### config.mk
export PLATFORM = sky130hd
export DESIGN_NAME = a2bus_sampler_flat
export DESIGN_NICKNAME = d
export VERILOG_FILES = /design/src/rtl/a2bus_sampler_if.sv /design/src/rtl/a2bus_sampler.sv /design/src/flat_wrapper.sv
export SDC_FILE = /design/constraint.sdc
export NUM_CORES = 1
export LEC_CHECK = 0
export CAP_MARGIN = 10
export CORE_UTILIZATION = 48
export DETAILED_ROUTE_END_ITERATION = 7
export PLACE_DENSITY = 0.76
export SLEW_MARGIN = 20
export SYNTH_ARGS = -nofsm -noshare
export SYNTH_HDL_FRONTEND = slang
export SYNTH_SLANG_ARGS = --single-unit
### constraint.sdc
create_clock -name clk_logic_i -period 3.2 [get_ports clk_logic_i]
set_clock_uncertainty 0.2 [all_clocks]
set_input_delay 0.48 -clock clk_logic_i [delete_from_list [all_inputs] [get_ports clk_logic_i]]
set_output_delay 0.48 -clock clk_logic_i [all_outputs]
set_load 0.01 [all_outputs]
### src/rtl/a2bus_sampler_if.sv
// Slot-bus pin bundle and sampled results exchanged between the pin
// synchronisers (master side) and a2bus_sampler (slave side).
interface a2bus_sampler_if;
    logic        a2_phi1_i;
    logic [15:0] a2_a_i;
    logic [7:0]  a2_d_i;
    logic        a2_rw_n_i;

    logic [15:0] addr_o;
    logic        rw_n_o;
    logic        addr_strobe_o;
    logic [7:0]  data_o;
    logic        data_in_strobe_o;
    logic        data_stable_o;
    logic        glitch_o;
    logic [7:0]  glitch_count_o;
    logic [31:0] cycle_count_o;
    logic        phase_o;
    logic        sleep_o;

    modport master (
        output a2_phi1_i, a2_a_i, a2_d_i, a2_rw_n_i,
        input  addr_o, rw_n_o, addr_strobe_o, data_o, data_in_strobe_o,
        input  data_stable_o, glitch_o, glitch_count_o, cycle_count_o,
        input  phase_o, sleep_o
    );

    modport slave (
        input  a2_phi1_i, a2_a_i, a2_d_i, a2_rw_n_i,
        output addr_o, rw_n_o, addr_strobe_o, data_o, data_in_strobe_o,
        output data_stable_o, glitch_o, glitch_count_o, cycle_count_o,
        output phase_o, sleep_o
    );
endinterface

### src/rtl/a2bus_sampler.sv
// Apple II slot-bus sampler: tracks Phi1 timing, latches address/R/W in Phi1,
// takes spaced data samples in Phi0 and reports glitches, cycles and sleep.
module a2bus_sampler #(
    parameter int PC_W            = 6,
    parameter int ADDR_COUNT      = 18,
    parameter int DATA_COUNT      = 15,
    parameter int NUM_SAMPLES     = 3,
    parameter int SAMPLE_SPACING  = 2,
    parameter int MIN_PHASE_COUNT = 20
) (
    input  logic      clk_logic_i,
    input  logic      system_reset_i,
    a2bus_sampler_if.slave bus
);

    localparam int LAST_COUNT = DATA_COUNT + (NUM_SAMPLES - 1) * SAMPLE_SPACING;
    localparam int PC_MAX_INT = (1 << PC_W) - 1;
    localparam logic [PC_W-1:0] PC_MAX = '1;

    generate
        if (NUM_SAMPLES < 1 || NUM_SAMPLES > 4 || SAMPLE_SPACING < 1 ||
            ADDR_COUNT >= PC_MAX_INT || LAST_COUNT >= PC_MAX_INT ||
            ADDR_COUNT >= MIN_PHASE_COUNT || LAST_COUNT >= MIN_PHASE_COUNT) begin : g_bad_params
            $error("a2bus_sampler: sample counts out of legal range");
        end
    endgenerate

    logic            phi1_r;
    logic [PC_W-1:0] pc;
    logic            edge_w;
    logic            sleep;
    logic            addr_hit;
    logic            sample_hit;
    logic            sample_first;
    logic            sample_last;
    logic            glitch_hit;

    logic [15:0] addr;
    logic        rw_n;
    logic        addr_strobe;
    logic [7:0]  data;
    logic        data_strobe;
    logic        data_stable;
    logic [7:0]  ref_data;
    logic        match;
    logic        glitch;
    logic [7:0]  glitch_count;
    logic [31:0] cycle_count;

    // The phase register runs through reset so the first edge after release is seen correctly.
    always_ff @(posedge clk_logic_i) begin
        phi1_r <= bus.a2_phi1_i;
    end

    assign edge_w     = bus.a2_phi1_i ^ phi1_r;
    assign sleep      = (pc == PC_MAX);
    assign addr_hit   = phi1_r && !edge_w && (pc == PC_W'(ADDR_COUNT));
    assign glitch_hit = edge_w && !sleep && (32'(pc) < MIN_PHASE_COUNT);

    // An edge landing on a sample count wins, so samples are gated by !edge_w.
    always_comb begin
        sample_hit   = 1'b0;
        sample_first = 1'b0;
        sample_last  = 1'b0;
        if (!phi1_r && !edge_w) begin
            for (int k = 0; k < NUM_SAMPLES; k++) begin
                if (pc == PC_W'(DATA_COUNT + k * SAMPLE_SPACING)) begin
                    sample_hit = 1'b1;
                    if (k == 0) sample_first = 1'b1;
                    if (k == NUM_SAMPLES - 1) sample_last = 1'b1;
                end
            end
        end
    end

    always_ff @(posedge clk_logic_i) begin
        if (system_reset_i) begin
            pc           <= PC_MAX;
            addr         <= '0;
            rw_n         <= 1'b1;
            addr_strobe  <= 1'b0;
            data         <= '0;
            data_strobe  <= 1'b0;
            data_stable  <= 1'b0;
            ref_data     <= '0;
            match        <= 1'b0;
            glitch       <= 1'b0;
            glitch_count <= '0;
            cycle_count  <= '0;
        end else begin
            if (edge_w)
                pc <= '0;
            else if (!sleep)
                pc <= pc + 1'b1;

            addr_strobe <= addr_hit;
            if (addr_hit) begin
                addr <= bus.a2_a_i;
                rw_n <= bus.a2_rw_n_i;
            end

            data_strobe <= sample_hit && sample_last;
            if (sample_hit) begin
                if (sample_first) begin
                    ref_data <= bus.a2_d_i;
                    match    <= 1'b1;
                end else if (bus.a2_d_i != ref_data) begin
                    match <= 1'b0;
                end
                if (sample_last) begin
                    if (!rw_n)
                        data <= bus.a2_d_i;
                    data_stable <= sample_first ? 1'b1 : (match && (bus.a2_d_i == ref_data));
                end
            end

            glitch <= glitch_hit;
            if (glitch_hit && glitch_count != 8'hFF)
                glitch_count <= glitch_count + 8'd1;

            if (edge_w && bus.a2_phi1_i)
                cycle_count <= cycle_count + 32'd1;
        end
    end

    assign bus.addr_o           = addr;
    assign bus.rw_n_o           = rw_n;
    assign bus.addr_strobe_o    = addr_strobe;
    assign bus.data_o           = data;
    assign bus.data_in_strobe_o = data_strobe;
    assign bus.data_stable_o    = data_stable;
    assign bus.glitch_o         = glitch;
    assign bus.glitch_count_o   = glitch_count;
    assign bus.cycle_count_o    = cycle_count;
    assign bus.phase_o          = phi1_r;
    assign bus.sleep_o          = sleep;

endmodule
### src/flat_wrapper.sv
// flat-port wrapper written by rule: the top's interface ports become plain ports
module a2bus_sampler_flat 
#(
    parameter int PC_W            = 6,
    parameter int ADDR_COUNT      = 18,
    parameter int DATA_COUNT      = 15,
    parameter int NUM_SAMPLES     = 3,
    parameter int SAMPLE_SPACING  = 2,
    parameter int MIN_PHASE_COUNT = 20
)
  (clk_logic_i, system_reset_i, bus_a2_phi1_i, bus_a2_a_i, bus_a2_d_i, bus_a2_rw_n_i, bus_addr_o, bus_rw_n_o, bus_addr_strobe_o, bus_data_o, bus_data_in_strobe_o, bus_data_stable_o, bus_glitch_o, bus_glitch_count_o, bus_cycle_count_o, bus_phase_o, bus_sleep_o);
  a2bus_sampler_if bus_i ();
  input  logic clk_logic_i;
  input  logic system_reset_i;
  input wire logic [$bits(bus_i.a2_phi1_i)-1:0] bus_a2_phi1_i;
  input wire logic [$bits(bus_i.a2_a_i)-1:0] bus_a2_a_i;
  input wire logic [$bits(bus_i.a2_d_i)-1:0] bus_a2_d_i;
  input wire logic [$bits(bus_i.a2_rw_n_i)-1:0] bus_a2_rw_n_i;
  output wire logic [$bits(bus_i.addr_o)-1:0] bus_addr_o;
  output wire logic [$bits(bus_i.rw_n_o)-1:0] bus_rw_n_o;
  output wire logic [$bits(bus_i.addr_strobe_o)-1:0] bus_addr_strobe_o;
  output wire logic [$bits(bus_i.data_o)-1:0] bus_data_o;
  output wire logic [$bits(bus_i.data_in_strobe_o)-1:0] bus_data_in_strobe_o;
  output wire logic [$bits(bus_i.data_stable_o)-1:0] bus_data_stable_o;
  output wire logic [$bits(bus_i.glitch_o)-1:0] bus_glitch_o;
  output wire logic [$bits(bus_i.glitch_count_o)-1:0] bus_glitch_count_o;
  output wire logic [$bits(bus_i.cycle_count_o)-1:0] bus_cycle_count_o;
  output wire logic [$bits(bus_i.phase_o)-1:0] bus_phase_o;
  output wire logic [$bits(bus_i.sleep_o)-1:0] bus_sleep_o;
  assign bus_i.a2_phi1_i = bus_a2_phi1_i;
  assign bus_i.a2_a_i = bus_a2_a_i;
  assign bus_i.a2_d_i = bus_a2_d_i;
  assign bus_i.a2_rw_n_i = bus_a2_rw_n_i;
  assign bus_addr_o = bus_i.addr_o;
  assign bus_rw_n_o = bus_i.rw_n_o;
  assign bus_addr_strobe_o = bus_i.addr_strobe_o;
  assign bus_data_o = bus_i.data_o;
  assign bus_data_in_strobe_o = bus_i.data_in_strobe_o;
  assign bus_data_stable_o = bus_i.data_stable_o;
  assign bus_glitch_o = bus_i.glitch_o;
  assign bus_glitch_count_o = bus_i.glitch_count_o;
  assign bus_cycle_count_o = bus_i.cycle_count_o;
  assign bus_phase_o = bus_i.phase_o;
  assign bus_sleep_o = bus_i.sleep_o;
  a2bus_sampler #(.PC_W(PC_W), .ADDR_COUNT(ADDR_COUNT), .DATA_COUNT(DATA_COUNT), .NUM_SAMPLES(NUM_SAMPLES), .SAMPLE_SPACING(SAMPLE_SPACING), .MIN_PHASE_COUNT(MIN_PHASE_COUNT)) u_core (.clk_logic_i(clk_logic_i), .system_reset_i(system_reset_i), .bus(bus_i));
endmodule
==> results by group <==
Clock tree
  • Clk_lat worst skew: 0.33 ns
  • Root Driver: clkbuf_8
  • Max Buffers Root-to-Sink: 2
  • H-Tree Level Count: 3
  • CTS tree: yes
  • Worst-path clk slew: 0.07 ns
  • Post-CTS setup buffers: 0
  • CTS Hold Buffers Added: 0
  • Post-CTS sizing: 0
  • Sink Count: 85
  • Total CTS buffers: 9

Routing
  • Detail Route Antenna Nets: 0
  • Router iterations before antenna repair: 4
  • WL final: 7850 um
  • Via count: 3257
  • Drt drc: 0
  • Wire length per cell: 12.8 um
  • DR vias/cell: 5.30
  • Iteration-0 DRC Markers: 195

Run
  • Max_cap viols: 0

Layout
  • Register area: 1700 um2
  • Multi-input gate area: 1840 um2
  • Antenna diodes: 0
  • Final core occ: 67.2%
  • Nets@finish: 549
  • # fillers: 601
  • Fraction of layout instances using a drive strength above 1: 6.40%
  • Synth-to-Final Area Change: 33.8%

Logic synthesis
  • Gate Count Post-Synth: 416
  • Ys Warns: 0
  • Synth Area per Inst: 8.85 um2
  • Library cells used by synthesis: 39
  • Post-Synthesis Net Count: 452
  • Part of the Yosys area used for sequential elements: 46.2%
  • Syn Std Cell Area: 3680 um2
  • Synth Register Bits: 85

Placed design
  • RD Place Congestion: 0.846
  • Post-place setup slack: 0.118 ns
  • # port buffers: 98
  • Post-DP HPWL: 5510 um

Floorplan
  • Std-Cell Rows: 31
  • Chip Width: 89.6 um
  • Full die area: 8020 um2
  • Die height: 89.6 um
  • Core area: 7330 um2
  • Io pins: 99
  • Starting Density: 50.2%

Critical path
  • Critical Path AT: 2.08 ns
  • Start point of the critical path: u_core.pc[1]
  • CP Data Required Time: 2.52 ns
  • Critical path class: reg -> out
  • Reg2Reg Setup Slack: 0.70 ns
  • Reg-to-reg startpoint: u_core.bus.cycle_count_o[0]
  • Crit end category: primary output
  • Critical path endpoint: bus_sleep_o
  • Critical Path Start Type: register
  • Worst r2r dst: u_core.bus.cycle_count_o[30]
  • Max FO, Critical Path: 6
  • R2R depth: 5

Global route
  • First-pass GRT wire length: 13200 um
  • Vias in the first global route: 2949
  • M1 GR Usage: 27.1%
  • Initial antenna violation count: 0
  • Grt ovf: 0
  • Largest net degree at the start of global routing: 52
  • GRT busiest layer: met2
  • Grt met3 use: 4.16%
  • Global Route Usage Sum: 20.9%
  • GRT met2 Usage: 34.8%

Timing
  • Tmin final: 2.76 ns
  • Slew Limit Fails: 0
  • Fin Setup TNS: 0 ns
  • Period Utilization, post-route: 86.4%
  • Final WS setup: 0.435 ns
  • Finish-stage setup viols: 0
  • RSZ-0062 raised after global routing: false
  • Min Hold Slack: 0.255 ns
  • Worst Tran Pin Value: 0.672 ns
  • Final hold vios: 0
  • F_max: 0.362 GHz
  • Slew margin rel.: 55.1%

Pwr
  • Static Leak: 0.00177 uW
  • Peak VDD IR: 0.000228 V
  • Pwr/cell area: 385 nW/um2

Status
  • Status: completed

Min path
  • Hold Path Class: reg -> reg
-- Yosys cell counts (all sizes together) --
cell type,n,share of area [%]
a211oi,1,0.20
a21o,3,0.61
a21oi,41,5.6
a31oi,2,0.34
and2,1,0.17
and3,4,0.71
and4,2,0.48
buf,5,1.0
clkbuf,15,1.5
dfxtp,85,46
ha,8,2.7
inv,13,1.3
mux2i,20,5.4
nand2,53,5.4
nand2b,1,0.17
nand3,12,1.6
nand3b,1,0.20
nand4,12,2.9
nor2,40,4.1
nor2b,1,0.17
nor3,5,0.99
nor3b,1,0.20
nor4,4,0.68
nor4b,1,0.24
o211ai,1,0.20
o21ai,14,1.9
o31ai,15,3.1
or2,2,0.34
or3,11,2.0
or4,18,3.8
or4b,1,0.27
xnor2,10,2.4
xor2,13,3.1
-- layout by cell type, fill, tap and decap left out, drive strengths merged, types with 3 or more instances in the layout --
master	count
buf	9
inv	13
clkdlybuf4s50	97
or4	18
nand2	53
nand4	12
a21o	3
nand3	12
xnor2	10
xor2	13
clkbuf	12
a21oi	41
nor4	4
o21ai	14
mux2i	20
nor3	5
ha	8
or3	11
dfxtp	85
nor2	40
and3	4
o31ai	15
-- metrics by stage --
step | cell area, um2 | total power (uW) | instances
5_1_grt | 4920 | 1980 | 615
6_report | 4920 | 1900 | 615
3_3_place_gp | 4760 | 1260 | 601
3_5_place_dp | 4760 | 1260 | 601
4_1_cts | 4920 | 1910 | 615
2_1_floorplan | 3680 | 1190 | 416
-- sequential cells by signal, indices dropped and copies added, names as in the netlist, 6 cells and up --
signal,flops
u_core.bus.cycle_count_o,32
u_core.pc,6
u_core.bus.data_o,8
u_core.bus.glitch_count_o,8
u_core.bus.addr_o,16
u_core.ref_data,8
-- worst min-delay path by stage --
stage	depth (start not counted)	slack, ns	to	start
finish	2	0.25	u_core.bus.addr_o[2]	u_core.bus.addr_o[2]
global route	2	0.27	u_core.bus.addr_o[0]	u_core.bus.addr_o[0]
CTS	2	0.26	u_core.bus.addr_o[2]	u_core.bus.addr_o[2]
detailed placement	2	0.25	u_core.bus.addr_o[14]	u_core.bus.addr_o[14]
global placement	2	0.24	u_core.bus.addr_o[5]	u_core.bus.addr_o[5]
floorplan	2	0.27	u_core.match	u_core.match
-- per-layer routing --
| layer | wire, um | up-vias |
|---|---|---|
| li1 | - | 1660 |
| met1 | 3750 | 1518 |
| met2 | 3660 | 70 |
| met3 | 321 | 9 |
| met4 | 118 | 0 |
| met5 | 0 | - |
-- final cells by class --
class                      instances  area share, %
inverter                          13          0.991
multi-input combinational        298           37.3
tap                               99           2.52
clock buffer                      12           3.15
sequential                        85           34.6
timing repair buffer             106           21.3
clock inverter                     2          0.203
-- worst max-delay path, stage by stage, from the launching register on --
cell and delay (ns):
dfxtp_1 0.38, ha_1 0.24, and3_1 0.21, nand3_1 0.24
inv_1 0.12, clkdlybuf4s50_1 0.55
-- cells by family after synthesis --
group	after synthesis	synth area share, %
buffers and inverters	33	3.88
muxes	20	5.44
adders and majority gates	8	2.72
xor gates and xnor gates	23	5.47
AOI/OAI and AO/OA	77	11.9
DFF	85	46.2
and+or+nand+nor	170	24.3
-- power by group --
group | switching, uW | internal [uW] | leakage (uW) | total [uW]
clock | 344 | 314 | 0.0000881 | 658
combinational | 68.4 | 77.0 | 0.000999 | 145
sequential | 20.5 | 1070 | 0.000687 | 1090
No activity file was read; power rests on OpenSTA's default activity.
